File: src/rtl/sub_round_constant_seq_pkg.sv
// Shared definitions for the round-constant adder/subtractor pair: symbol width,
// the single round-constant table and the sequencer state encoding.
package sub_round_constant_seq_pkg;

    localparam int SYM_W = 7;
    localparam int NUM_K = 12;

    typedef enum logic [1:0] {
        IDLE = 2'd0,
        RUN  = 2'd1,
        DONE = 2'd2
    } state_t;

    // Entries past the end of the table all reuse the last constant.
    localparam logic [SYM_W-1:0] RC_TABLE [NUM_K] = '{
        7'h5A, 7'h34, 7'h73, 7'h66, 7'h57, 7'h35,
        7'h71, 7'h62, 7'h5F, 7'h25, 7'h51, 7'h22
    };

endpackage

File: src/rtl/round_constant_rom.sv
// Combinational round-constant lookup; any index at or beyond the last entry
// returns the final table constant.
module round_constant_rom
    import sub_round_constant_seq_pkg::*;
#(
    parameter int IDX_W = 4
) (
    input  logic [IDX_W-1:0] idx,
    output logic [SYM_W-1:0] k
);

    always_comb begin
        k = RC_TABLE[NUM_K-1];
        for (int i = 0; i < NUM_K - 1; i++) begin
            if (32'(idx) == i) begin
                k = RC_TABLE[i];
            end
        end
    end

endmodule

File: src/rtl/sub_round_constant_seq.sv
// Multicycle custom instruction that undoes R add-round-constant steps on a
// 7-bit symbol, subtracting one constant per enabled cycle from index R-1 down to 0.
module sub_round_constant_seq
    import sub_round_constant_seq_pkg::*;
#(
    parameter int NUM_ROUNDS = 12
) (
    input  logic        clk,
    input  logic        reset_n,
    input  logic        clk_en,
    input  logic        start,
    input  logic [31:0] dataa,
    input  logic [31:0] datab,
    output logic [31:0] result,
    output logic        done,
    output logic        busy,
    output logic [1:0]  dbg_state
);

    localparam int CNT_W = $clog2(NUM_ROUNDS + 1);

    // Handshake: start is sampled only on an enabled edge while idle; done is a
    // level that is high for exactly the enabled cycle spent in DONE, busy
    // covers RUN and DONE, and start seen while busy is dropped, never queued.

    state_t             state, state_nxt;
    logic [SYM_W-1:0]   acc, acc_nxt;
    logic [CNT_W-1:0]   cnt, cnt_nxt;
    logic [CNT_W-1:0]   eff_r;
    logic [CNT_W-1:0]   rc_idx;
    logic [SYM_W-1:0]   rc_k;
    logic               unused_dataa_hi;

    assign unused_dataa_hi = ^dataa[31:SYM_W];

    // Round count saturates at NUM_ROUNDS, comparing the full unsigned word.
    assign eff_r  = (datab > 32'(NUM_ROUNDS)) ? CNT_W'(NUM_ROUNDS) : datab[CNT_W-1:0];
    assign rc_idx = cnt - CNT_W'(1);

    round_constant_rom #(
        .IDX_W (CNT_W)
    ) u_rom (
        .idx (rc_idx),
        .k   (rc_k)
    );

    always_comb begin
        state_nxt = state;
        acc_nxt   = acc;
        cnt_nxt   = cnt;
        case (state)
            IDLE: begin
                if (start) begin
                    state_nxt = RUN;
                    acc_nxt   = dataa[SYM_W-1:0];
                    cnt_nxt   = eff_r;
                end
            end
            RUN: begin
                if (cnt == '0) begin
                    state_nxt = DONE;
                end else begin
                    acc_nxt = acc - rc_k;
                    cnt_nxt = cnt - CNT_W'(1);
                end
            end
            DONE:    state_nxt = IDLE;
            default: state_nxt = IDLE;
        endcase
    end

    always_ff @(posedge clk or negedge reset_n) begin
        if (!reset_n) begin
            state <= IDLE;
            acc   <= '0;
            cnt   <= '0;
        end else if (clk_en) begin
            state <= state_nxt;
            acc   <= acc_nxt;
            cnt   <= cnt_nxt;
        end
    end

    assign done      = (state == DONE);
    assign busy      = (state != IDLE);
    assign result    = {{(32 - SYM_W){1'b0}}, acc};
    assign dbg_state = state;

endmodule

File: config.mk
export PLATFORM = sky130hd
export DESIGN_NAME = sub_round_constant_seq
export DESIGN_NICKNAME = d
export VERILOG_FILES = /design/src/rtl/sub_round_constant_seq_pkg.sv /design/src/rtl/round_constant_rom.sv /design/src/rtl/sub_round_constant_seq.sv
export SDC_FILE = /design/constraint.sdc
export NUM_CORES = 1
export LEC_CHECK = 0
export CAP_MARGIN = 30
export CORE_ASPECT_RATIO = 1.4
export CORE_MARGIN = 5
export CORE_UTILIZATION = 38
export CTS_BUF_LIST = sky130_fd_sc_hd__clkbuf_8
export DETAILED_ROUTE_END_ITERATION = 6
export GPL_ROUTABILITY_DRIVEN = 0
export GPL_TIMING_DRIVEN = 0
export PLACE_DENSITY = 0.87
export SLEW_MARGIN = 25
export SYNTH_ARGS = -nofsm -noshare
export SYNTH_HDL_FRONTEND = slang
export SYNTH_SLANG_ARGS = --single-unit
export TNS_END_PERCENT = 10
File: constraint.sdc
create_clock -name clk -period 5.8 [get_ports clk]
set_input_delay 0.58 -clock clk [delete_from_list [all_inputs] [get_ports clk]]
set_output_delay 0.58 -clock clk [all_outputs]
set_load 0.01 [all_outputs]
* Word-level counts from Yosys, hierarchy flattened
Cells that the tools add are included.
Storage, ports and cells: flip-flop bits (word level) 13, input port bits 68, output and inout bits 36, logic and storage cells 49
Operators by class: $add $sub $neg 2, $lt $le $gt $ge 1, equal/unequal tests 15, multiplexer cells 21, reduce and logical (&&, ||, !) cells 7
Operator list (count):
- 7-bit two-way mux | 13
- 32-bit by 4-bit greater-than comparator with 1-bit output (second input constant) | 1
- 4-bit by 3-bit equality test with 1-bit output (second input constant) | 4
- 7-bit one-hot mux with 2 select lines | 1
- 4-bit equality test (second input constant) | 3
- 4-bit two-way mux | 3
- 4-bit by 2-bit equality test with 1-bit output (second input constant) | 2
- 4-bit zero test | 2
- 4-bit one-hot mux with 2 select lines | 1
- 7-bit subtractor | 1
- 2-bit inequality test (second input constant) | 3
- 4-bit by 1-bit equality test with 1-bit output (second input constant) | 1
- 2-bit two-way mux | 2
- 2-bit one-hot mux with 2 select lines | 1
- 4-bit AND reduction | 1
- 2-bit nonzero test | 2
- 4-bit by 1-bit subtractor with 4-bit output (second input constant) | 1
- 3-bit AND reduction | 1
- 2-bit by 1-bit equality test with 1-bit output (second input constant) | 1
- 2-bit equality test (second input constant) | 1
- 2-bit zero test | 1

* Logic depth before layout (Yosys ltp)
word-level depth 16, gate-level depth with buffers 14, gate-level depth less buffers 14

* By module
A second synthesis with hierarchy kept.
Unflattened totals: cell total of the unflattened synthesis 167, area total of the unflattened synthesis 1342.5 sq um
By module, submodules not included:
- sub_round_constant_seq | times used 1, cells an instance 152, area an instance 1234.9 sq um, sequential area each 325.3 sq um
- round_constant_rom | times used 1, cells an instance 15, area an instance 107.6 sq um, sequential area each 0.0 sq um

* Worst setup path before layout
OpenSTA, ideal clock, no wires.
path kind reg2reg, start point register cnt[0], end point register acc[6], library setup time 0.124 ns, arrival 2.615 ns, required time 5.676 ns, setup slack 3.061 ns, stages on the path, launching flop included 14, buffers on the path 1, period minus slack after synthesis 2.739 ns, cell sequence dfrtp_1 inv_1 ha_1 buf_6 xnor2_1 nor2_1 ha_1 fa_1 nor2b_1 o31a_1 o22ai_1 xnor2_1 nor4_1 a211o_1
On the way: cells in the longest elaborated chain, start to end 16, elaborated cells on any way between the ends 29, those cells by class add/sub: 2; eq/ne: 11; mux: 13; reduce/logical: 3
Ends and longest elaborated chain:
- start, declared | line sub_round_constant_seq.sv:28 | logic [CNT_W-1:0] cnt, cnt_nxt;
- start signal, assigned | line sub_round_constant_seq.sv:80 | cnt <= cnt_nxt;
- 4-bit by 1-bit subtractor with 4-bit output | line sub_round_constant_seq.sv:38 | assign rc_idx = cnt - CNT_W'(1);
- 4-bit zero test | line round_constant_rom.sv:15 | if (32'(idx) == i) begin
- 7-bit two-way mux (11 in series) | line round_constant_rom.sv:15
- 7-bit subtractor | line sub_round_constant_seq.sv:63 | acc_nxt = acc - rc_k;
- 7-bit two-way mux | line sub_round_constant_seq.sv:60 | if (cnt == '0) begin
- 7-bit one-hot mux with 2 select lines | line sub_round_constant_seq.sv:51 | case (state)
- end signal, assigned | line sub_round_constant_seq.sv:79 | acc <= acc_nxt;
- end, declared | line sub_round_constant_seq.sv:27 | logic [SYM_W-1:0] acc, acc_nxt;
Several ways; a longest one is shown, not always the timed one. The select of a mux whose other input is x is not followed. A chain may end at the register's enable or synchronous reset.

* Final worst setup path
Ends and elaborated chain as after synthesis.

==> metrics.csv <==
stage;metric;value;unit
status;status;finished clean;
timing;# setup viols final;0;
cells_and_area;Area Growth Syn to Fin;51.2;%
floorplan;die height;81.9;um
placement;IO Port Bufs;53;
setup_path;critical path required time;5930;ps
cells_and_area;layout cells sized above 1;17.8;%
synth;post-synthesis register bit count;13;
cells_and_area;Filler cells;345;
placement;Post-Place Cells;291;
clocking;CTS Sinks;13;
floorplan;Die Span X;61.3;um
detailed_routing;first drt pass iteration count;4;
setup_path;Critical R2R Launch;cnt[0];
synth;post-synthesis sequential area ratio;23.2;%
synth;Synth cell types;45;
hold_path;hold path start;acc[2];
synth;Avg Cell Area, Syn;8.15;um2
setup_path;CP max FO;7;
floorplan;Die Area;0.00502;mm2
grt;gr usage total;14.2;%
clocking;Clock Path Buffers;2;
timing;final setup margin;2700;ps
timing;setup TNS;0;ps
grt;gr ovfl total;0;
power_and_ir_drop;pwr/cell area;412;mW/mm2
power_and_ir_drop;total power;0.872;mW
detailed_routing;vias;1412;
setup_path;R2R depth;13;
hold_path;hold path depth;2;
clocking;CTS root buf;clkbuf_8;
detailed_routing;post-DR vias/cell;4.79;
cells_and_area;design area;0.00212;mm2
synth;Post-synth EDFFs;0;
synth;top cell type's share of synthesized area;23.2;%
cells_and_area;final core occ;58.7;%
grt;grt met2 use;26.5;%
timing;Tmin final;3100;ps
clocking;post-CTS setup repair buffer count;0;
grt;pin count of the biggest net entering global routing;14;
timing;Clock Skews;4.82;ps
clocking;latest clock arrival within the worst-skew pair;250;ps
cells_and_area;final net count;333;
floorplan;# rows;26;
timing;Slew @ Worst Pin;632;ps
setup_path;R2R Path End;acc[6];
synth;Mapped Area;0.00140;mm2
placement;hpwl dp;3090;um
timing;RSZ-0062 raised after global routing;false;
grt;first-pass GRT wire length;5430;um
grt;Most Crowded Layer GR;met2;
setup_path;Setup CP Type;flip-flop to flip-flop;
run;Max Cap Viol;0;
detailed_routing;Post-DRT Antenna Nets;0;
timing;relative slew slack;57.7;%
synth;cells after synthesis;172;
hold_path;hold path endpoint;acc[2];
timing;hold slack;529;ps
synth;Post-synth ARST share;100;%
synth;Most used DFF post-synth;dfrtp_1;
floorplan;I/O Pins;104;
clocking;Hold Buf Count CTS;0;
placement;Cell Area, Placed;0.00207;mm2
synth;Commonest cells post-synth;27 x buf_4, 15 x nand2_1, 15 x nor2_1, 13 x dfrtp_1, 10 x ha_1;
grt;vias in the first global route;1307;
clocking;clk slew on worst S/H paths;60;ps
synth;top cells by area, synth;dfrtp_1 23%, buf_4 14%, ha_1 8.9%, nand2_1 4.0%, nor2_1 4.0%;
clocking;PostCTS Resize Cnt;0;
setup_path;crit end category;flip-flop;
setup_path;Worst Setup Start Kind;flip-flop;
clocking;H-Tree Depth;1;
synth;Ys Warns;0;
synth;count leader, synth;buf_4;
hold_path;Hold/Removal Path Class;flip-flop to flip-flop;
timing;fmax;0.322;GHz
timing;Final Slew Violations;0;
setup_path;flop2flop setup slack;2700;ps
detailed_routing;Avg WL per Cell;12.5;um
clocking;CTS tree;built;
detailed_routing;DRT iter0 DRCs;19;
placement;worst slack, placed;2730;ps
detailed_routing;DRC;0;
timing;crit share post-route;53.5;%
detailed_routing;final WL;3690;um
cells_and_area;final non-filler cell total;295;
synth;Synth area leader;dfrtp_1;
floorplan;core area;0.00361;mm2
clocking;number of CTS-inserted buffers;3;
grt;initial antenna violation count;0;
timing;Final Hold Fails;0;
power_and_ir_drop;Pleak;0.995;nW
grt;met1 Usage GRT;14.2;%
grt;M3 GR Usage;4.40;%
power_and_ir_drop;VDD IR max;298;uV
cells_and_area;# diodes;0;
floorplan;Initial Util;38.8;%
setup_path;Arr. time, crit path;3230;ps
[logic make-up after synthesis]
group	after synthesis	synth area share [%]
flops	13	23.2
mux	1	0.714
xor+xnor	6	3.75
simple gates	57	21.7
compound gates	42	20.4
buf+inv	41	19.6
other cells	1	0.268
fa+ha+maj	11	10.4
[cells in the final DEF, fill, tap and decap left out, drive strengths merged, types with 3 or more instances in the layout]
master	n
a211oi	4
a21o	3
a21oi	8
buf	29
clkbuf	6
clkdlybuf4s50	53
conb	25
dfrtp	13
ha	10
inv	10
nand2	15
nand2b	5
nor2	15
nor2b	6
nor3	3
nor4	7
o21ai	10
xnor2	3
xor2	3
[registers in the layout, summed over array words and instances, names as in the netlist]
name	flops
acc	7
cnt	4
dbg_state	2
[layout make-up]
| type | instances | area [um2] | share of cell area, % |
|---|---|---|---|
| Timing Repair Buffer | 53 | 531 | 25.0 |
| Sequential cell | 13 | 325 | 15.3 |
| Clock inverter | 1 | 3.75 | 0.177 |
| Inverter | 9 | 36.3 | 1.71 |
| Buffer | 32 | 238 | 11.2 |
| Tap cell | 42 | 52.6 | 2.48 |
| Multi-Input combinational cell | 142 | 892 | 42.1 |
| Clock buffer | 3 | 41.3 | 1.95 |
[worst max-delay path by stage]
| stage | from | slack, ps | to | cells after the start |
|---|---|---|---|---|
| after floorplan | cnt[0] | 3060 | acc[6] | 13 |
| after global placement | cnt[2] | 2770 | acc[6] | 13 |
| after CTS | cnt[0] | 2710 | acc[6] | 13 |
| after detailed placement | cnt[0] | 2730 | acc[6] | 13 |
| final | cnt[0] | 2700 | acc[6] | 13 |
| after global routing | cnt[0] | 2500 | acc[6] | 13 |
[critical path, stage by stage (launching register included)]
cell	delay, ps
dfrtp_1	440
inv_1	110
ha_1	210
buf_6	130
xnor2_1	300
nor2_1	120
ha_1	230
fa_1	380
nor2b_1	210
o31a_1	190
o22ai_1	100
xnor2_1	210
nor4_1	60
a211o_1	260
[power by group]
group / internal (mW) / switching, mW / total, mW
Clock: 0.0469 / 0.0347 / 0.0815
Combinational: 0.308 / 0.313 / 0.622
Sequential: 0.129 / 0.0406 / 0.169
Total: 0.484 / 0.388 / 0.872
[per-layer routing]
layer,vias up,share of wire [%]
li1,719,-
met1,620,35
met2,68,50
met3,5,14
met4,0,1.2
met5,-,0
No activity file was read; power rests on OpenSTA's default activity.
